==> config.mk <==
export PLATFORM = sky130hd
export DESIGN_NAME = pipelined_cla_subtractor
export DESIGN_NICKNAME = d
export VERILOG_FILES = /design/src/rtl/pipelined_cla_subtractor_pkg.sv /design/src/rtl/pipelined_cla_subtractor_cla_slice.sv /design/src/rtl/pipelined_cla_subtractor.sv
export SDC_FILE = /design/constraint.sdc
export NUM_CORES = 1
export LEC_CHECK = 0
export CAP_MARGIN = 40
export CORE_AREA = 2 2 107 109
export DETAILED_ROUTE_END_ITERATION = 10
export DIE_AREA = 0 0 109 111
export PLACE_DENSITY = 0.69
export SLEW_MARGIN = 0
export SYNTH_ARGS = -nofsm -noshare
export SYNTH_HDL_FRONTEND = slang
export SYNTH_SLANG_ARGS = --single-unit
==> constraint.sdc <==
create_clock -name Clk -period 2.1 [get_ports Clk]
set_clock_uncertainty 0.05 [all_clocks]
set_input_delay 0.42 -clock Clk [delete_from_list [all_inputs] [get_ports Clk]]
set_output_delay 0.42 -clock Clk [all_outputs]
set_load 0.005 [all_outputs]
==> src/rtl/pipelined_cla_subtractor_pkg.sv <==
// Shared definitions for the pipelined carry-lookahead subtractor:
// default slice width, stage-count helper and per-stage control flags.
package pipelined_cla_subtractor_pkg;

  localparam int SLICE_W = 4;

  // Returns 0 when N is not a nonzero multiple of B so the top can refuse to elaborate.
  function automatic int stage_count(input int n, input int b);
    if (b > 0 && n >= b && (n % b) == 0) begin
      return n / b;
    end
    return 0;
  endfunction

  // Control part of a stage register; the data part (partial result and
  // remaining operand bits) changes width per stage and lives beside it.
  typedef struct packed {
    logic valid;
    logic carry;
    logic sign_a;
    logic sign_b;
  } stage_flags_t;

endpackage

==> src/rtl/pipelined_cla_subtractor_cla_slice.sv <==
// Combinational W-bit carry-lookahead slice: every carry is formed directly
// from generate/propagate terms and the slice carry-in.
module cla_slice #(
  parameter int W = 4
) (
  input  logic [W-1:0] a,
  input  logic [W-1:0] b,
  input  logic         cin,
  output logic [W-1:0] sum,
  output logic         cout
);

  logic [W-1:0] g;
  logic [W-1:0] p;
  logic [W:0]   c;

  assign g = a & b;
  assign p = a ^ b;

  // c[i+1] = g[i] | p[i]g[i-1] | ... | p[i..0]cin, flattened rather than rippled.
  always_comb begin
    logic prop;
    prop = 1'b0;
    c    = '0;
    c[0] = cin;
    for (int i = 0; i < W; i++) begin
      c[i+1] = g[i];
      prop   = p[i];
      for (int j = i - 1; j >= 0; j--) begin
        c[i+1] = c[i+1] | (prop & g[j]);
        prop   = prop & p[j];
      end
      c[i+1] = c[i+1] | (prop & cin);
    end
  end

  assign sum  = p ^ c[W-1:0];
  assign cout = c[W];

endmodule

==> src/rtl/pipelined_cla_subtractor.sv <==
// Handshaked N-bit subtractor: Inp1 + ~Inp2 + ~Bin resolved B bits per stage
// with bubble-collapsing valid/ready flow control.
module pipelined_cla_subtractor
  import pipelined_cla_subtractor_pkg::*;
#(
  parameter int N = 16,
  parameter int B = SLICE_W
) (
  input  logic         Clk,
  input  logic         Rst_n,
  input  logic         In_Valid,
  output logic         In_Ready,
  input  logic [N-1:0] Inp1,
  input  logic [N-1:0] Inp2,
  input  logic         Bin,
  output logic         Out_Valid,
  input  logic         Out_Ready,
  output logic [N-1:0] Result,
  output logic         Bout,
  output logic         Ovf
);

  localparam int STAGES = stage_count(N, B);

  if (STAGES < 1) begin : g_bad_width
    $error("pipelined_cla_subtractor: N must be a nonzero multiple of B");
  end

  for (genvar gi = 0; gi < STAGES; gi++) begin : stage_g
    localparam int IN_W  = N - gi * B;
    localparam int SUM_W = (gi + 1) * B;

    logic             in_valid;
    logic [IN_W-1:0]  in_a;
    logic [IN_W-1:0]  in_b;
    logic             in_carry;
    logic             in_sign_a;
    logic             in_sign_b;
    logic [SUM_W-1:0] sum_next;
    logic [B-1:0]     slice_sum;
    logic             slice_cout;
    logic             load;
    stage_flags_t     flags_reg;
    logic [SUM_W-1:0] sum_reg;

    if (gi == 0) begin : g_head
      assign in_valid  = In_Valid;
      assign in_a      = Inp1;
      assign in_b      = ~Inp2;
      assign in_carry  = ~Bin;
      assign in_sign_a = Inp1[N-1];
      assign in_sign_b = Inp2[N-1];
      assign sum_next  = slice_sum;
    end else begin : g_body
      assign in_valid  = stage_g[gi-1].flags_reg.valid;
      assign in_a      = stage_g[gi-1].g_fwd.rem_a_reg;
      assign in_b      = stage_g[gi-1].g_fwd.rem_b_reg;
      assign in_carry  = stage_g[gi-1].flags_reg.carry;
      assign in_sign_a = stage_g[gi-1].flags_reg.sign_a;
      assign in_sign_b = stage_g[gi-1].flags_reg.sign_b;
      assign sum_next  = {slice_sum, stage_g[gi-1].sum_reg};
    end

    // A stage may take new data when empty or when its occupant moves on this cycle.
    if (gi == STAGES - 1) begin : g_tail_load
      assign load = !flags_reg.valid || Out_Ready;
    end else begin : g_mid_load
      assign load = !flags_reg.valid || stage_g[gi+1].load;
    end

    cla_slice #(.W(B)) u_slice (
      .a    (in_a[B-1:0]),
      .b    (in_b[B-1:0]),
      .cin  (in_carry),
      .sum  (slice_sum),
      .cout (slice_cout)
    );

    always_ff @(posedge Clk or negedge Rst_n) begin
      if (!Rst_n) begin
        flags_reg <= '0;
        sum_reg   <= '0;
      end else if (load) begin
        flags_reg.valid <= in_valid;
        if (in_valid) begin
          flags_reg.carry  <= slice_cout;
          flags_reg.sign_a <= in_sign_a;
          flags_reg.sign_b <= in_sign_b;
          sum_reg          <= sum_next;
        end
      end
    end

    if (gi < STAGES - 1) begin : g_fwd
      logic [IN_W-B-1:0] rem_a_reg;
      logic [IN_W-B-1:0] rem_b_reg;

      always_ff @(posedge Clk or negedge Rst_n) begin
        if (!Rst_n) begin
          rem_a_reg <= '0;
          rem_b_reg <= '0;
        end else if (load && in_valid) begin
          rem_a_reg <= in_a[IN_W-1:B];
          rem_b_reg <= in_b[IN_W-1:B];
        end
      end
    end
  end

  assign In_Ready  = stage_g[0].load;
  assign Out_Valid = stage_g[STAGES-1].flags_reg.valid;
  assign Result    = stage_g[STAGES-1].sum_reg;

  // Carry resets to 0, so the borrow is qualified by valid to read 0 out of reset.
  assign Bout = stage_g[STAGES-1].flags_reg.valid & ~stage_g[STAGES-1].flags_reg.carry;
  assign Ovf  = (stage_g[STAGES-1].flags_reg.sign_a ^ stage_g[STAGES-1].flags_reg.sign_b)
              & (Result[N-1] ^ stage_g[STAGES-1].flags_reg.sign_a);

endmodule

==> results_dict.tcl, run 1 <==
set metrics [dict create \
    status "complete, but fails checks" \
    violations "hold timing" \
    synth_most_common_cell "dfrtp_1" \
    slew_viol_final 0 \
    regArea_sq_um 2530 \
    grt_start_max_net_pins 46 \
    p_seq_frac 0.445 \
    fp.dieW_um 109 \
    totalWireLength_um 7570 \
    firstDrtPassIters 4 \
    synth_fa_ha_area_frac 0.0651 \
    period_minus_slack_ns 2.03 \
    netlist_area_sq_um 4310 \
    grt_pass1_vias 2764 \
    dp_cells 526 \
    yosys.area_share.simple 0.0563 \
    crit_required_ns 1.63 \
    synth_top_family_by_area "multiplexers" \
    synthCells 321 \
    p_leak_nw 2.41 \
    finalSetupViolCount 0 \
    fin_nets 451 \
    hp-class "in -> async" \
    dieArea_sq_um 12100 \
    ant_nets 0 \
    syn_to_final_growth_pct 27.6 \
    grt_use_total 0.141 \
    fp.dieH_um 111 \
    pwr-share-clk 0.262 \
    finalHoldViolCount 13 \
    synth.area.mux_share 0.175 \
    start_kind "input port" \
    core_area_sq_um 11100 \
    num_rows 39 \
    setup_ws_ns 0.0668 \
    grt_first_pass_wirelength_um 13200 \
    p_comb_frac 0.293 \
    fin_area_sq_um 5500 \
    crit_type "in -> out" \
    setup_tns_ns 0 \
    cts_tree "built" \
    holdBufCountCts 0 \
    clockBufferDepth 2 \
    switchingPower_mw 1.85 \
    swShare 0.276 \
    synth_warnings 0 \
    pre_cts_ws_ns -0.180 \
    holdWs_ns -0.0129 \
    met1_length_um 3420 \
    intPower_mw 4.85 \
    yosysUniqueCellTypes 31 \
    synth_top_area_frac 0.587 \
    synth.avg_cell_area_sq_um 13.4 \
    ys_top_cells_by_count "101 x dfrtp_1, 59 x mux2_2, 29 x o21ai_0, 28 x nand2_1, 16 x ha_1" \
    critPathLaunch "Out_Ready" \
    vias 2614 \
    clkLatencyLatePin_ns 0.34 \
    synth_compound_gate_area_share 0.0758 \
    power_density_nw_per_um2 1220 \
    syn-num-nets 378 \
    synth_area_leaders "dfrtp_1 59%, mux2_2 15%, ha_1 4.6%" \
    drc 0 \
    cts_buffers 9 \
    worst-slew-pin-transition_ns 0.484 \
    ys_seq_elements 101 \
    via_per_inst 4.82 \
    nFillCells 944 \
    endpoint_kind "output pin" \
    arrival_ns 1.56 \
    grt_overflow 0 \
    max_freq_ghz 0.492 \
    drt_iter0_drc 89 \
    ioPinCount 57 \
    synthXorXnorAreaFrac 0.0183 \
    path_clk_slew_ns 0.06 \
    max_cap_viol_count 0 \
    topRoutingLayerUsed "met4" \
    layoutNonFillerInstCount 542 \
    cts-root-buf "clkbuf_16" \
    critPathMaxFanout 3 \
    synth_edf_count 0 \
    start_util 0.389 \
    cts_max_level 3 \
    seq_area_frac_synth 0.587 \
    synthFlopType "dfrtp_1" \
    place_congestion 0.808 \
    timing.rr.start "stage_g[0].g_fwd.rem_a_reg[0]" \
    placedInstanceArea_sq_um 5170 \
    drive_above_1_share 0.243 \
    slew-limit-headroom 0.677 \
    met3_length_um 303 \
    diodes 0 \
    dpl.hpwl_um 5540 \
    met2_length_um 3690 \
    clkSinkCount 101 \
    min_period_over_period 0.968 \
    ir_drop_uv 425 \
    wire_per_inst_um 14.0 \
    rsz0062_at_grt "no" \
    multi_input_area_sq_um 1690 \
    synth_area_leader_cell "dfrtp_1" \
    antenna_found_initial 0 \
    port_buffers 56 \
    async_flop_share 1.00 \
]
power groups by stage:
stage	sequential, mW	combinational (mW)	clock [mW]
4_1_cts	3.00	2.00	1.80
6_report	2.98	1.96	1.75
2_1_floorplan	2.91	1.22	0
3_3_place_gp	3.00	1.90	0
3_5_place_dp	3.03	1.99	0
5_1_grt	3.09	2.19	1.87
worst paths after layout:
path	endpoint	slack [ns]	cells past startpoint
min in group Clk	stage_g[1].sum_reg[5]	0.43	2
worst min-delay path	stage_g[1].g_fwd.rem_a_reg[3]	-0.01	1
worst max-delay path	In_Ready	0.07	4
worst max register to register	stage_g[2].in_carry	0.27	5
max in group asynchronous	stage_g[1].g_fwd.rem_a_reg[5]	1.38	2
worst min register to register	stage_g[1].sum_reg[5]	0.43	2
per-stage QoR:
stage	power (mW)	utilization
floorplan	4.13	-
global placement	4.90	0.467
detailed placement	5.02	0.467
CTS	6.80	0.496
global route	7.15	0.496
finish	6.70	0.496
worst max-delay path: stages:
cell and delay, ns:
clkdlybuf4s50_1 0.43, nand4b_4 0.19, or2_4 0.26, dlygate4sd2_1 0.26
cell type report:
type | instances | share of cell area
Sequential cell | 101 | 0.460
Multi-Input combinational cell | 200 | 0.307
Clock buffer | 9 | 0.0410
Clock inverter | 7 | 0.0178
Tap cell | 143 | 0.0326
Timing Repair Buffer | 73 | 0.136
Inverter | 9 | 0.00615
cell families (layout without fill, tap and decap cells):
family,after synthesis,after routing
xor gates and xnor gates,9,9
muxes,67,67
DFF,101,101
buffers and inverters,20,98
AOI/OAI and AO/OA,54,54
and+or+nand+nor,50,50
adders and majority gates,20,20
layer usage:
layer,global-route usage,vias up
met5,0,-
met4,0.0581,0
met3,0.0329,9
met2,0.222,39
met1,0.186,1294
li1,-,1272
repair_timing:
item / 4_1_cts / 5_1_grt
resized for setup: 2 / 0
setup endpoints to repair: 1 / 0
buffers inserted: 0 / 0
layout by cell type, fill, tap and decap left out, types with 2 or more instances in the layout:
master	n
dfrtp_1	101
fa_1	4
nand2b_1	6
xor2_1	4
mux2_2	59
inv_1	9
xnor2_1	5
o21ai_0	29
nand2_1	28
buf_12	5
mux2_1	8
o21bai_1	3
nand3b_1	2
clkdlybuf4s50_1	54
a21oi_1	7
bufinv_16	2
a21o_1	3
clkbuf_16	9
ha_1	16
o31ai_1	2
nor2_1	8
buf_4	13
clkinvlp_4	2
a211oi_1	7
No activity file was read; power rests on OpenSTA's default activity.
==> run 2: changes to the inputs <==
--- a/config.mk
+++ b/config.mk
@@ -10,7 +10,7 @@
 export DETAILED_ROUTE_END_ITERATION = 10
 export DIE_AREA = 0 0 109 111
 export PLACE_DENSITY = 0.69
-export SLEW_MARGIN = 0
+export RECOVER_POWER = 25
 export SYNTH_ARGS = -nofsm -noshare
 export SYNTH_HDL_FRONTEND = slang
 export SYNTH_SLANG_ARGS = --single-unit
==> results_dict.tcl, run 2 (synthesis gave the netlist of run 1 again) <==
set metrics [dict create \
    finalHoldViolCount 0 \
    cts_buffers 9 \
    status "completed" \
    cts_max_level 3 \
    wire_per_inst_um 13.9 \
    fin_nets 451 \
    cp_slowest_cell "clkdlybuf4s50_1" \
    max_cap_viol_count 0 \
    place_congestion 0.808 \
    layout_commonest_cell "dfrtp_1" \
    clkLatencyLatePin_ns 0.34 \
    endpoint_kind "output pin" \
    nFillCells 947 \
    clkSinkCount 101 \
    ioPinCount 57 \
    finalSetupViolCount 0 \
    arrival_ns 1.56 \
    slew_viol_final 0 \
    grt_start_max_net_pins 46 \
    slew-limit-headroom 0.399 \
    path_clk_slew_ns 0.06 \
    fp.dieH_um 111 \
    vias 2614 \
    cts_resized 2 \
    clockBufferDepth 2 \
    firstDrtPassIters 4 \
    dp_cells 526 \
    crit_type "in -> out" \
    grt_first_pass_wirelength_um 13200 \
    dieArea_sq_um 12100 \
    grt_pass1_vias 2764 \
    crit_required_ns 1.63 \
    layoutNonFillerInstCount 542 \
    worstPathCellList "clkdlybuf4s50_1, nand4b_4, or2_4, dlygate4sd2_1" \
    num_rows 39 \
    holdWs_ns 0.147 \
    period_minus_slack_ns 2.03 \
    final_cell_mix "101 x dfrtp_1, 59 x mux2_2, 54 x clkdlybuf4s50_1" \
    power_density_nw_per_um2 1220 \
    post_cts_buffers 0 \
    pre_cts_ws_ns -0.180 \
    cts_tree "built" \
    placedInstanceArea_sq_um 5170 \
    cts-root-buf "clkbuf_16" \
    setup_ws_ns 0.0669 \
    max_freq_ghz 0.492 \
    via_per_inst 4.82 \
    dpl.hpwl_um 5540 \
    fin_util 0.495 \
    path_buf_inv 2 \
    worst-slew-pin-transition_ns 0.902 \
    port_buffers 56 \
    critPathMaxFanout 3 \
    start_util 0.389 \
    ant_nets 0 \
    antenna_found_initial 0 \
    holdBufCountCts 0 \
    start_kind "input port" \
    p_total_mw 6.69 \
    p_leak_nw 2.41 \
    ir_drop_uv 425 \
    max_stage_delay_ns 0.43 \
    fp.dieW_um 109 \
    drt_iter0_drc 89 \
    min_period_over_period 0.968 \
    totalWireLength_um 7560 \
    hp-class "in -> async" \
    syn_to_final_growth_pct 27.2 \
    regArea_sq_um 2530 \
    grt_overflow 0 \
    path_delay_family "buffers and inverters" \
    setup_tns_ns 0 \
    drive_above_1_share 0.243 \
    diodes 0 \
    fin_area_sq_um 5480 \
    rsz0062_at_grt "no" \
    grt_use_total 0.141 \
    drc 0 \
    multi_input_area_sq_um 1690 \
    core_area_sq_um 11100 \
]
-- run 2: cell count changes in the layout (fill, tap and decap cells not counted) --
cell,previous run,this run
buf_12,5,4
clkbuf_4,0,1
clkbuf_2,0,1
buf_4,13,12
-- run 2: power breakdown --
group / leakage (nW) / internal (mW) / total (mW) / switching (mW)
clock network: 0.152 / 1.05 / 1.75 / 0.705
logic: 1.05 / 1.21 / 1.96 / 0.750
registers: 1.21 / 2.59 / 2.98 / 0.393
total: 2.41 / 4.85 / 6.69 / 1.85
-- run 2: worst paths after layout --
| path | from | to | slack (ns) | cells after the start |
|---|---|---|---|---|
| worst max-delay path | Out_Ready | In_Ready | 0.07 | 4 |
| worst min-delay path | Rst_n | stage_g[1].g_fwd.rem_a_reg[3] | 0.15 | 1 |
| worst max register to register | stage_g[0].g_fwd.rem_a_reg[0] | stage_g[2].in_carry | 0.27 | 5 |
| worst min register to register | stage_g[1].sum_reg[5] | stage_g[1].sum_reg[5] | 0.43 | 2 |
| max in group asynchronous | Rst_n | stage_g[0].g_fwd.rem_b_reg[7] | 0.63 | 2 |
| min in group Clk | stage_g[1].sum_reg[5] | stage_g[1].sum_reg[5] | 0.43 | 2 |
-- run 2: area by class of cell --
class,count,area share
timing repair buffer,73,0.134
inverter,9,0.00616
sequential,101,0.461
clock buffer,9,0.0411
multi-input combinational,200,0.308
clock inverter,7,0.0178
tap,143,0.0326
-- run 2: routing by layer --
metal | wire length, um | vias up | GRT usage
li1 | - | 1272 | -
met1 | 3410 | 1294 | 0.186
met2 | 3690 | 39 | 0.222
met3 | 303 | 9 | 0.0329
met4 | 154 | 0 | 0.0581
met5 | 0 | - | 0
-- run 2: worst register-to-register path: cells and delay by family, from the launching register on --
family,cells,cell delay (ns)
adders and majority gates,1,0.32
AOI/OAI and AO/OA,3,0.85
and+or+nand+nor,1,0.09
DFF,1,0.40
